## src/rtl/pe_block_fetcher.sv

```systemverilog
// pe_block_fetcher: captures a block index from the control unit, reads that block from the
// shared memory bus into a local buffer, and holds it for the processing core until consumed.
module pe_block_fetcher #(
    parameter int index_width     = 8,
    parameter int greek_size      = 8,
    parameter int memory_size_log = 10,
    parameter int BLOCK_WORDS     = 16,
    parameter int BASE_ADDR       = 2
) (
    input  logic                           i_Clock,
    input  logic                           i_Reset,
    input  logic                           i_Indexes_Ready,
    input  logic [index_width-1:0]         i_Row_Index,
    input  logic [index_width-1:0]         i_Column_Index,
    input  logic [greek_size-1:0]          i_Gamma,
    output logic                           o_Indexes_Received,
    output logic                           o_Grant_Request,
    input  logic                           i_Grant,
    output logic [memory_size_log-1:0]     o_Memory_Address,
    output logic                           o_Address_Valid,
    input  logic [31:0]                    i_Memory_Data,
    output logic                           o_Block_Valid,
    input  logic [$clog2(BLOCK_WORDS)-1:0] i_Block_Read_Addr,
    output logic [31:0]                    o_Block_Data,
    output logic [index_width-1:0]         o_Block_Row,
    output logic [index_width-1:0]         o_Block_Column,
    input  logic                           i_Block_Consumed,
    output logic                           o_Result_Ready
);
    localparam int WL = $clog2(BLOCK_WORDS);
    localparam int AW = memory_size_log;

    typedef enum logic [2:0] {IDLE, ACK, CALC, REQ, READ, VALID} state_t;

    state_t                 state_q, state_d;
    logic [index_width-1:0] row_q, row_d, col_q, col_d;
    logic [greek_size-1:0]  gamma_q, gamma_d;
    logic [AW-1:0]          base_q, base_d;
    logic [WL:0]            issued_q, issued_d;
    logic [WL-1:0]          word_q, word_d;
    logic                   pend_q, pend_d;
    logic                   ack_q, ack_d;
    logic                   req_q, req_d;
    logic                   valid_q, valid_d;
    logic                   done_q, done_d;
    logic                   issue, capture;
    logic [31:0]            buf_q [BLOCK_WORDS];

    // An address only goes out while the bus is ours; its data is taken the following cycle,
    // so a grant loss simply leaves the current address to be re-issued later.
    assign issue   = (state_q == READ) && i_Grant && !issued_q[WL];
    assign capture = (state_q == READ) && pend_q;

    always_comb begin
        state_d  = state_q;
        row_d    = row_q;
        col_d    = col_q;
        gamma_d  = gamma_q;
        base_d   = base_q;
        issued_d = issued_q + (WL+1)'(issue);
        word_d   = word_q + WL'(capture);
        pend_d   = issue;
        ack_d    = 1'b0;
        req_d    = req_q;
        valid_d  = valid_q;
        done_d   = 1'b0;
        case (state_q)
            IDLE: if (i_Indexes_Ready) begin
                row_d   = i_Row_Index;
                col_d   = i_Column_Index;
                gamma_d = i_Gamma;
                ack_d   = 1'b1;
                state_d = ACK;
            end
            ACK: state_d = CALC;
            CALC: begin
                base_d  = AW'(BASE_ADDR) + ((AW'(row_q) * AW'(gamma_q) + AW'(col_q)) << WL);
                req_d   = 1'b1;
                state_d = REQ;
            end
            REQ: if (i_Grant) begin
                issued_d = '0;
                word_d   = '0;
                pend_d   = 1'b0;
                state_d  = READ;
            end
            READ: if (capture && word_q == WL'(BLOCK_WORDS-1)) begin
                req_d   = 1'b0;
                valid_d = 1'b1;
                state_d = VALID;
            end
            VALID: if (i_Block_Consumed) begin
                valid_d = 1'b0;
                done_d  = 1'b1;
                state_d = IDLE;
            end
            default: state_d = IDLE;
        endcase
    end

    always_ff @(posedge i_Clock or negedge i_Reset) begin
        if (!i_Reset) begin
            state_q  <= IDLE;
            row_q    <= '0;
            col_q    <= '0;
            gamma_q  <= '0;
            base_q   <= '0;
            issued_q <= '0;
            word_q   <= '0;
            pend_q   <= 1'b0;
            ack_q    <= 1'b0;
            req_q    <= 1'b0;
            valid_q  <= 1'b0;
            done_q   <= 1'b0;
        end else begin
            state_q  <= state_d;
            row_q    <= row_d;
            col_q    <= col_d;
            gamma_q  <= gamma_d;
            base_q   <= base_d;
            issued_q <= issued_d;
            word_q   <= word_d;
            pend_q   <= pend_d;
            ack_q    <= ack_d;
            req_q    <= req_d;
            valid_q  <= valid_d;
            done_q   <= done_d;
        end
    end

    always_ff @(posedge i_Clock) begin
        if (capture) buf_q[word_q] <= i_Memory_Data;
    end

    assign o_Indexes_Received = ack_q;
    assign o_Grant_Request    = req_q;
    assign o_Address_Valid    = issue;
    assign o_Memory_Address   = base_q + AW'(issued_q[WL-1:0]);
    assign o_Block_Valid      = valid_q;
    assign o_Block_Data       = valid_q ? buf_q[i_Block_Read_Addr] : '0;
    assign o_Block_Row        = row_q;
    assign o_Block_Column     = col_q;
    assign o_Result_Ready     = done_q;
endmodule

```

## config.mk

```make
export PLATFORM = sky130hd
export DESIGN_NAME = pe_block_fetcher
export DESIGN_NICKNAME = d
export VERILOG_FILES = /design/src/rtl/pe_block_fetcher.sv
export SDC_FILE = /design/constraint.sdc
export NUM_CORES = 1
export LEC_CHECK = 0
export ABC_AREA = 1
export BUFFER_PORTS_ARGS = -buffer_cell sky130_fd_sc_hd__buf_2
export CORE_AREA = 4 4 224 270
export CTS_BUF_LIST = sky130_fd_sc_hd__clkbuf_8
export CTS_CLUSTER_SIZE = 14
export DETAILED_ROUTE_END_ITERATION = 7
export DIE_AREA = 0 0 228 274
export PLACE_DENSITY = 0.64
export SLEW_MARGIN = 0
export SYNTH_ARGS = -nofsm -noshare
export SYNTH_HDL_FRONTEND = slang
export SYNTH_SLANG_ARGS = --single-unit
```

## constraint.sdc

```tcl
create_clock -name i_Clock -period 8.1 [get_ports i_Clock]
set_input_delay 0.81 -clock i_Clock [delete_from_list [all_inputs] [get_ports i_Clock]]
set_output_delay 0.81 -clock i_Clock [all_outputs]
set_load 0.005 [all_outputs]
```

==> out/qor.yml, run 1 <==
synth.avg_cell_area_sq_um: 12.29
die_w_um: 228
cpMaxStageDelayCell: "buf_4"
finalCritPeriodShare_pct: 55.42
dr.pass1.iters: 5
worstMarginPinSlew_ns: 1.030
yosysSeqAreaShare_pct: 72.17
io_pins: 128
drive_gt1_share_pct: 13.95
overflow: 0
setup_viol: 0
cts.path.max_buffers: 3
vias: 14950
fin_nets: 2085
max-vdd-ir-drop_mv: 0.1917
slew_violations: 0
die_height_um: 274
cp_data_required_time_ns: 7.29
status: "complete, no violations"
ys_types: 33
cts.clk_slew.worst_paths_ns: 0.06
clk_latency_ns: 0.68
place_ws_ns: 3.645
layout_min_cycle_time_ns: 4.489
syn_nets: 1954
core-area_sq_mm: 0.05789
synth-seq-cells: 558
finalHoldViolCount: 0
synth_area_sq_mm: 0.02290
io_buffers: 125
drt_iter0_markers: 1307
power_density_mw_per_mm2: 252.2
cts_tree: "yes"
post_drt_wl_per_cell_um: 19.93
final_cell_mix: "512 x edfxtp_1, 398 x nor2_1, 255 x o21ai_0"
drv_cap: 0
rows: 97
crit_fanout: 104
rsz0062_at_grt: "false"
critPathLaunchType: "input port"
path_cells: "buf_6 > inv_6 > buf_4 > o21ai_0 > o211ai_1 > o211ai_1 > a21oi_1 > buf_2"
viasPerCell: 5.320
htreeDepth: 3
die_area_sq_mm: 0.06247
fin_setup_tns_ns: 0
worst-endpoint-arrival_ns: 3.68
maxSlewHeadroom_pct: 31.36
path_class: "in -> out"
grt_pass1_wl_um: 85550
path_common_cell: "o211ai_1"
start_util_pct: 39.56
grt_pass1_vias: 14890
synth_cells: 1863
finalPower_uw: 6531
antenna_found_initial: 6
final_common_cell: "edfxtp_1"
cp-end-kind: "output pin"
setup_ws_ns: 3.611
ctsResizeCount: 0
area_growth_pct: 13.11
holdBufCountCts: 0
fmax_mhz: 222.8
cts_setup_buffers: 0
place.gp.congestion: 0.7549
post-route-util_pct: 44.74
hp-class: "in -> async"
antenna_left: 0
critPathMaxStageDelay_ns: 0.79
numCtsBuffers: 88
track_usage_pct: 17.62
p_leak_uw: 0.009186
grt_start_max_net_pins: 105
drc: 0
cts.sinks: 558
yosys_warnings: 0
routed_wl_um: 55980
dpl.hpwl_um: 27750
finClkSkew_ns: 0.03869
root_buffer: "clkbuf_8"
fillers: 5241
[metrics by stage]
| step | std cells | cell area, sq um | hold WS (ns) |
|---|---|---|---|
| final | 2809 | 25900 | 0.3152 |
| after global routing | 2807 | 25900 | 0.2816 |
| after CTS | 2806 | 25890 | 0.2700 |
| after detailed placement | 2646 | 24250 | 0.4548 |
| after global placement | 2646 | 24250 | 0.4571 |
| after floorplan | 1863 | 22900 | 0.4315 |
[area by class of cell]
cell class / count / area (sq um) / share of cell area [%]
clock inverter: 68 / 379.1 / 1.464
tap: 742 / 928.4 / 3.584
sequential: 558 / 16530 / 63.80
multi-input combinational: 1123 / 5675 / 21.91
antenna: 3 / 7.507 / 0.02898
clock buffer: 92 / 1266 / 4.889
timing repair buffer: 154 / 854.6 / 3.299
inverter: 69 / 264.0 / 1.019
[critical path, delay by kind of cell]
kind            cells  cell delay (ns)
compound gates      4             0.78
buf+inv             4             1.93
[where the power goes]
part	switching, uW	total, uW	internal [uW]
clock	1110	2230	1130
combinational	621	971	351
sequential	94.1	3330	3230
total	1820	6530	4710
[cell usage after synthesis, drive strengths merged]
master	count	area [sq um]
o21a	1	7.510
clkinv	1	3.750
nor2	416	1569
nor3	3	15.01
fa	7	140.1
ha	19	237.7
edfxtp	512	15370
o211ai	122	915.9
o21ai	293	1466
nor4	2	12.51
clkbuf	67	251.5
xnor2	3	26.28
xor2	8	70.07
nand3	55	275.3
buf	46	305.3
a21oi	36	180.2
inv	68	255.3
o31ai	1	7.510
dfrtp	46	1151
or2	1	6.260
nand3b	2	15.01
o221ai	6	52.55
nand2	147	554.3
nand4	1	6.260
[flip-flops by register name (all words and copies together), names as in the netlist]
register	flops
buf_q	512
o_Block_Column	8
o_Block_Row	8
base_q	7
gamma_q	6
issued_q	5
word_q	4
state_q	3
o_Block_Valid	1
o_Grant_Request	1
o_Indexes_Received	1
o_Result_Ready	1
pend_q	1
[metal layers]
metal | wire length, um | track usage, % | share of wire, % | vias to the layer above
met4 | 1373 | 5.996 | 2.5 | 4
met2 | 27140 | 29.83 | 48 | 510
met5 | 34 | 0 | 0.061 | -
met1 | 23720 | 22.62 | 42 | 7360
li1 | - | - | - | 6954
met3 | 3713 | 3.855 | 6.6 | 117
[cell families after synthesis]
| kind of cell | synth area share, % |
|---|---|
| AND/OR/NAND/NOR | 10.71 |
| flip-flops | 72.17 |
| XOR/XNOR | 0.4208 |
| AO/OA/AOI/OAI | 11.49 |
| adder cells (fa/ha/maj) | 1.650 |
| buffers and inverters | 3.562 |
[final timing paths]
| kind | to | depth (start not counted) | from | slack [ns] |
|---|---|---|---|---|
| setup / recovery | o_Block_Data[0] | 8 | i_Block_Read_Addr[0] | 3.61 |
| hold / removal | o_Block_Column[5]$_DFFE_PN0P_ | 1 | i_Reset | 0.32 |
| setup reg to reg | base_q[9]$_DFFE_PN0P_ | 19 | gamma_q[0]$_DFFE_PN0P_ | 4.40 |
| hold reg to reg | pend_q$_DFF_PN0_ | 1 | issued_q[4]$_DFF_PN0_ | 0.46 |
| max in group asynchronous | issued_q[0]$_DFF_PN0_ | 1 | i_Reset | 7.12 |
| min in group i_Clock | o_Block_Row[0]$_DFFE_PN0P_ | 3 | i_Row_Index[0] | 0.32 |
(Power assumes the default switching activity.)
==> run 2: changes to the inputs <==
--- a/config.mk
+++ b/config.mk
@@ -12,7 +12,7 @@
 export CTS_CLUSTER_SIZE = 14
 export DETAILED_ROUTE_END_ITERATION = 7
 export DIE_AREA = 0 0 228 274
-export PLACE_DENSITY = 0.64
+export PLACE_DENSITY = 0.66
 export SLEW_MARGIN = 0
 export SYNTH_ARGS = -nofsm -noshare
 export SYNTH_HDL_FRONTEND = slang
==> constraint.sdc (replaced) <==
create_clock -name i_Clock -period 4 [get_ports i_Clock]
set_input_delay 0.4 -clock i_Clock [delete_from_list [all_inputs] [get_ports i_Clock]]
set_output_delay 0.4 -clock i_Clock [all_outputs]
set_load 0.005 [all_outputs]
==> out/qor.yml, run 2 (synthesized netlist as in run 1, its figures left out) <==
cp_top_family: "adder cells"
finalPower_uw: 13290  # +100%
worst-endpoint-arrival_ns: 4.18  # +0.50 ns
fin_cells: 2831  # +0.78%
cts.sinks: 558  # unchanged
p_int_uw: 9671  # +110%
maxSlewHeadroom_pct: 32.17  # +0.81 points
placedCellCount: 2651  # +0.19%
critPathLaunchType: "flop"
viasPerCell: 5.311  # -0.17%
die_w_um: 228  # unchanged
fin_setup_tns_ns: 0  # unchanged
hp-class: "in -> reg"
drc: 0  # unchanged
status: "complete, no violations"
vias: 15040  # +0.61%
drv_cap: 0  # unchanged
die_area_sq_mm: 0.06247  # unchanged
drive_gt1_share_pct: 13.95  # about the same
slew_violations: 0  # unchanged
grt_pass1_vias: 14830  # -0.38%
ctsResizeCount: 0  # unchanged
fmax_mhz: 275.9
core-area_sq_mm: 0.05789  # unchanged
regMostFlops: "buf_q"
start_util_pct: 39.56  # unchanged
routed_wl_um: 56100  # +0.21%
p_leak_uw: 0.009364  # +1.9%
cts.clk_slew.worst_paths_ns: 0.06  # about the same
critPathMaxStageDelay_ns: 0.55  # -0.24 ns
io_buffers: 125  # unchanged
drt_iter0_markers: 1521  # +16%
cp_data_required_time_ns: 4.56  # -2.73 ns
path_class: "reg -> reg"
setup_viol: 0  # unchanged
finClkSkew_ns: 0.03755  # -0.001140 ns
worstMarginPinSlew_ns: 1.017  # -0.01219 ns
clockPowerShare_pct: 34.5  # +0.3 points
crit_fanout: 8  # -92%
rsz0062_at_grt: "false"
htreeDepth: 3  # unchanged
place.gp.congestion: 0.7788  # +3.2%
antenna_found_initial: 5  # -1
path_buf_inv: 3  # -1
grt_start_max_net_pins: 153  # +46%
dr.pass1.iters: 7  # +2
final_common_cell: "edfxtp_1"
post_drt_wl_per_cell_um: 19.82  # -0.57%
finalCritPeriodShare_pct: 90.60
place_ws_ns: 0.3718  # -3.273 ns
root_buffer: "clkbuf_8"
cts.path.max_buffers: 3  # unchanged
fin_nets: 2114  # +1.4%
track_usage_pct: 17.70  # +0.073 points
area_growth_pct: 14.94
overflow: 0  # unchanged
final_cell_mix: "512 x edfxtp_1, 398 x nor2_1, 255 x o21ai_0"
seqPwrFrac_pct: 50.6  # -0.3 points
cts_tree: "yes"
path_common_cell: "nand2_1"
setup_ws_ns: 0.3761  # -3.235 ns
io_pins: 128  # unchanged
cp-end-kind: "flop"
p_comb_share_pct: 14.9  # about the same
antenna_left: 0  # unchanged
rows: 97  # unchanged
cpMaxStageDelayCell: "fa_1"
path_cells: "nand2_1 > fa_1 > inv_1 > ha_1 > inv_1 > fa_1 > fa_1 > inv_1 > ha_1 > nand2_1 > nand2_1 > nor2_1 > nand2_1 > nand2_1 > nand2_1 > nand2_1 > nand2_1 > nand3_1 > nand2_1"
grt_pass1_wl_um: 86310  # +0.89%
p_sw_uw: 3623  # +99%
dpl.hpwl_um: 29510  # +6.3%
numCtsBuffers: 88  # unchanged
die_height_um: 274  # unchanged
finalHoldViolCount: 0  # unchanged
max-vdd-ir-drop_mv: 0.4621  # +140%
power_density_mw_per_mm2: 505.1  # +100%
clk_latency_ns: 0.67  # about the same
layout_min_cycle_time_ns: 3.624
largest_register_ffs: 512  # unchanged
p_sw_share_pct: 27.25  # -0.63 points
[run 2: final cells by class]
type                            instances  area, sq um
Antenna cell                            3        7.507
Clock buffer                           92         1266
Clock inverter                         61        382.9
Fill cell                            5091        31570
Inverter                               69        264.0
Multi-Input combinational cell       1123         5675
Sequential cell                       558        16530
Tap cell                              742        928.4
Timing Repair Buffer                  183         1270
[run 2: repair_timing]
item,in CTS,in global routing
setup buffers,0,0
hold buffers,24,0
hold endpoints to repair,69,0
[run 2: layer usage]
metal | GRT usage [%] | part of all wire, %
met5 | 0 | 0.041
met4 | 6.335 | 2.7
met3 | 4.104 | 7.6
met2 | 29.48 | 49
met1 | 22.84 | 41
[run 2: worst paths after layout]
check                                        from                endpoint  slack, ns  depth (start not counted)
setup reg to reg           gamma_q[0]$_DFFE_PN0P_   base_q[9]$_DFFE_PN0P_       0.38                         19
min in group asynchronous                 i_Reset  gamma_q[3]$_DFFE_PN0P_       0.47                          2
max in group asynchronous                 i_Reset   base_q[1]$_DFFE_PN0P_       2.89                          2
setup / recovery           gamma_q[0]$_DFFE_PN0P_   base_q[9]$_DFFE_PN0P_       0.38                         19
hold reg to reg             issued_q[4]$_DFF_PN0_        pend_q$_DFF_PN0_       0.45                          1
hold / removal                            i_Grant        pend_q$_DFF_PN0_       0.07                          3
[run 2: metrics by stage]
stage | hold slack, ns | instance area, sq um | util (%)
after floorplan | 0.1044 | 22900 | -
final | 0.07035 | 26320 | 45.46
after global placement | 0.4548 | 24420 | 42.19
after global routing | 0.07024 | 26310 | 45.45
after CTS | 0.007328 | 26310 | 45.45
after detailed placement | 0.4561 | 24420 | 42.19
[run 2: power groups by stage]
| stage | clock [uW] | combinational, uW | sequential [uW] |
|---|---|---|---|
| CTS | 4710 | 2000 | 6730 |
| global placement | 0 | 1940 | 6830 |
| finish | 4580 | 1980 | 6730 |
| global route | 4970 | 2270 | 6760 |
| floorplan | 0 | 1260 | 6810 |
| detailed placement | 0 | 1980 | 6850 |
[run 2: worst reg2reg max path, cell delays in order, from the launching register on]
cell,delay (ns)
dfrtp_1,0.47
nand2_1,0.12
fa_1,0.55
inv_1,0.05
ha_1,0.28
inv_1,0.05
fa_1,0.45
fa_1,0.51
inv_1,0.05
ha_1,0.33
nand2_1,0.08
nand2_1,0.06
nor2_1,0.12
nand2_1,0.08
nand2_1,0.06
nand2_1,0.04
nand2_1,0.07
nand2_1,0.05
nand3_1,0.07
nand2_1,0.05
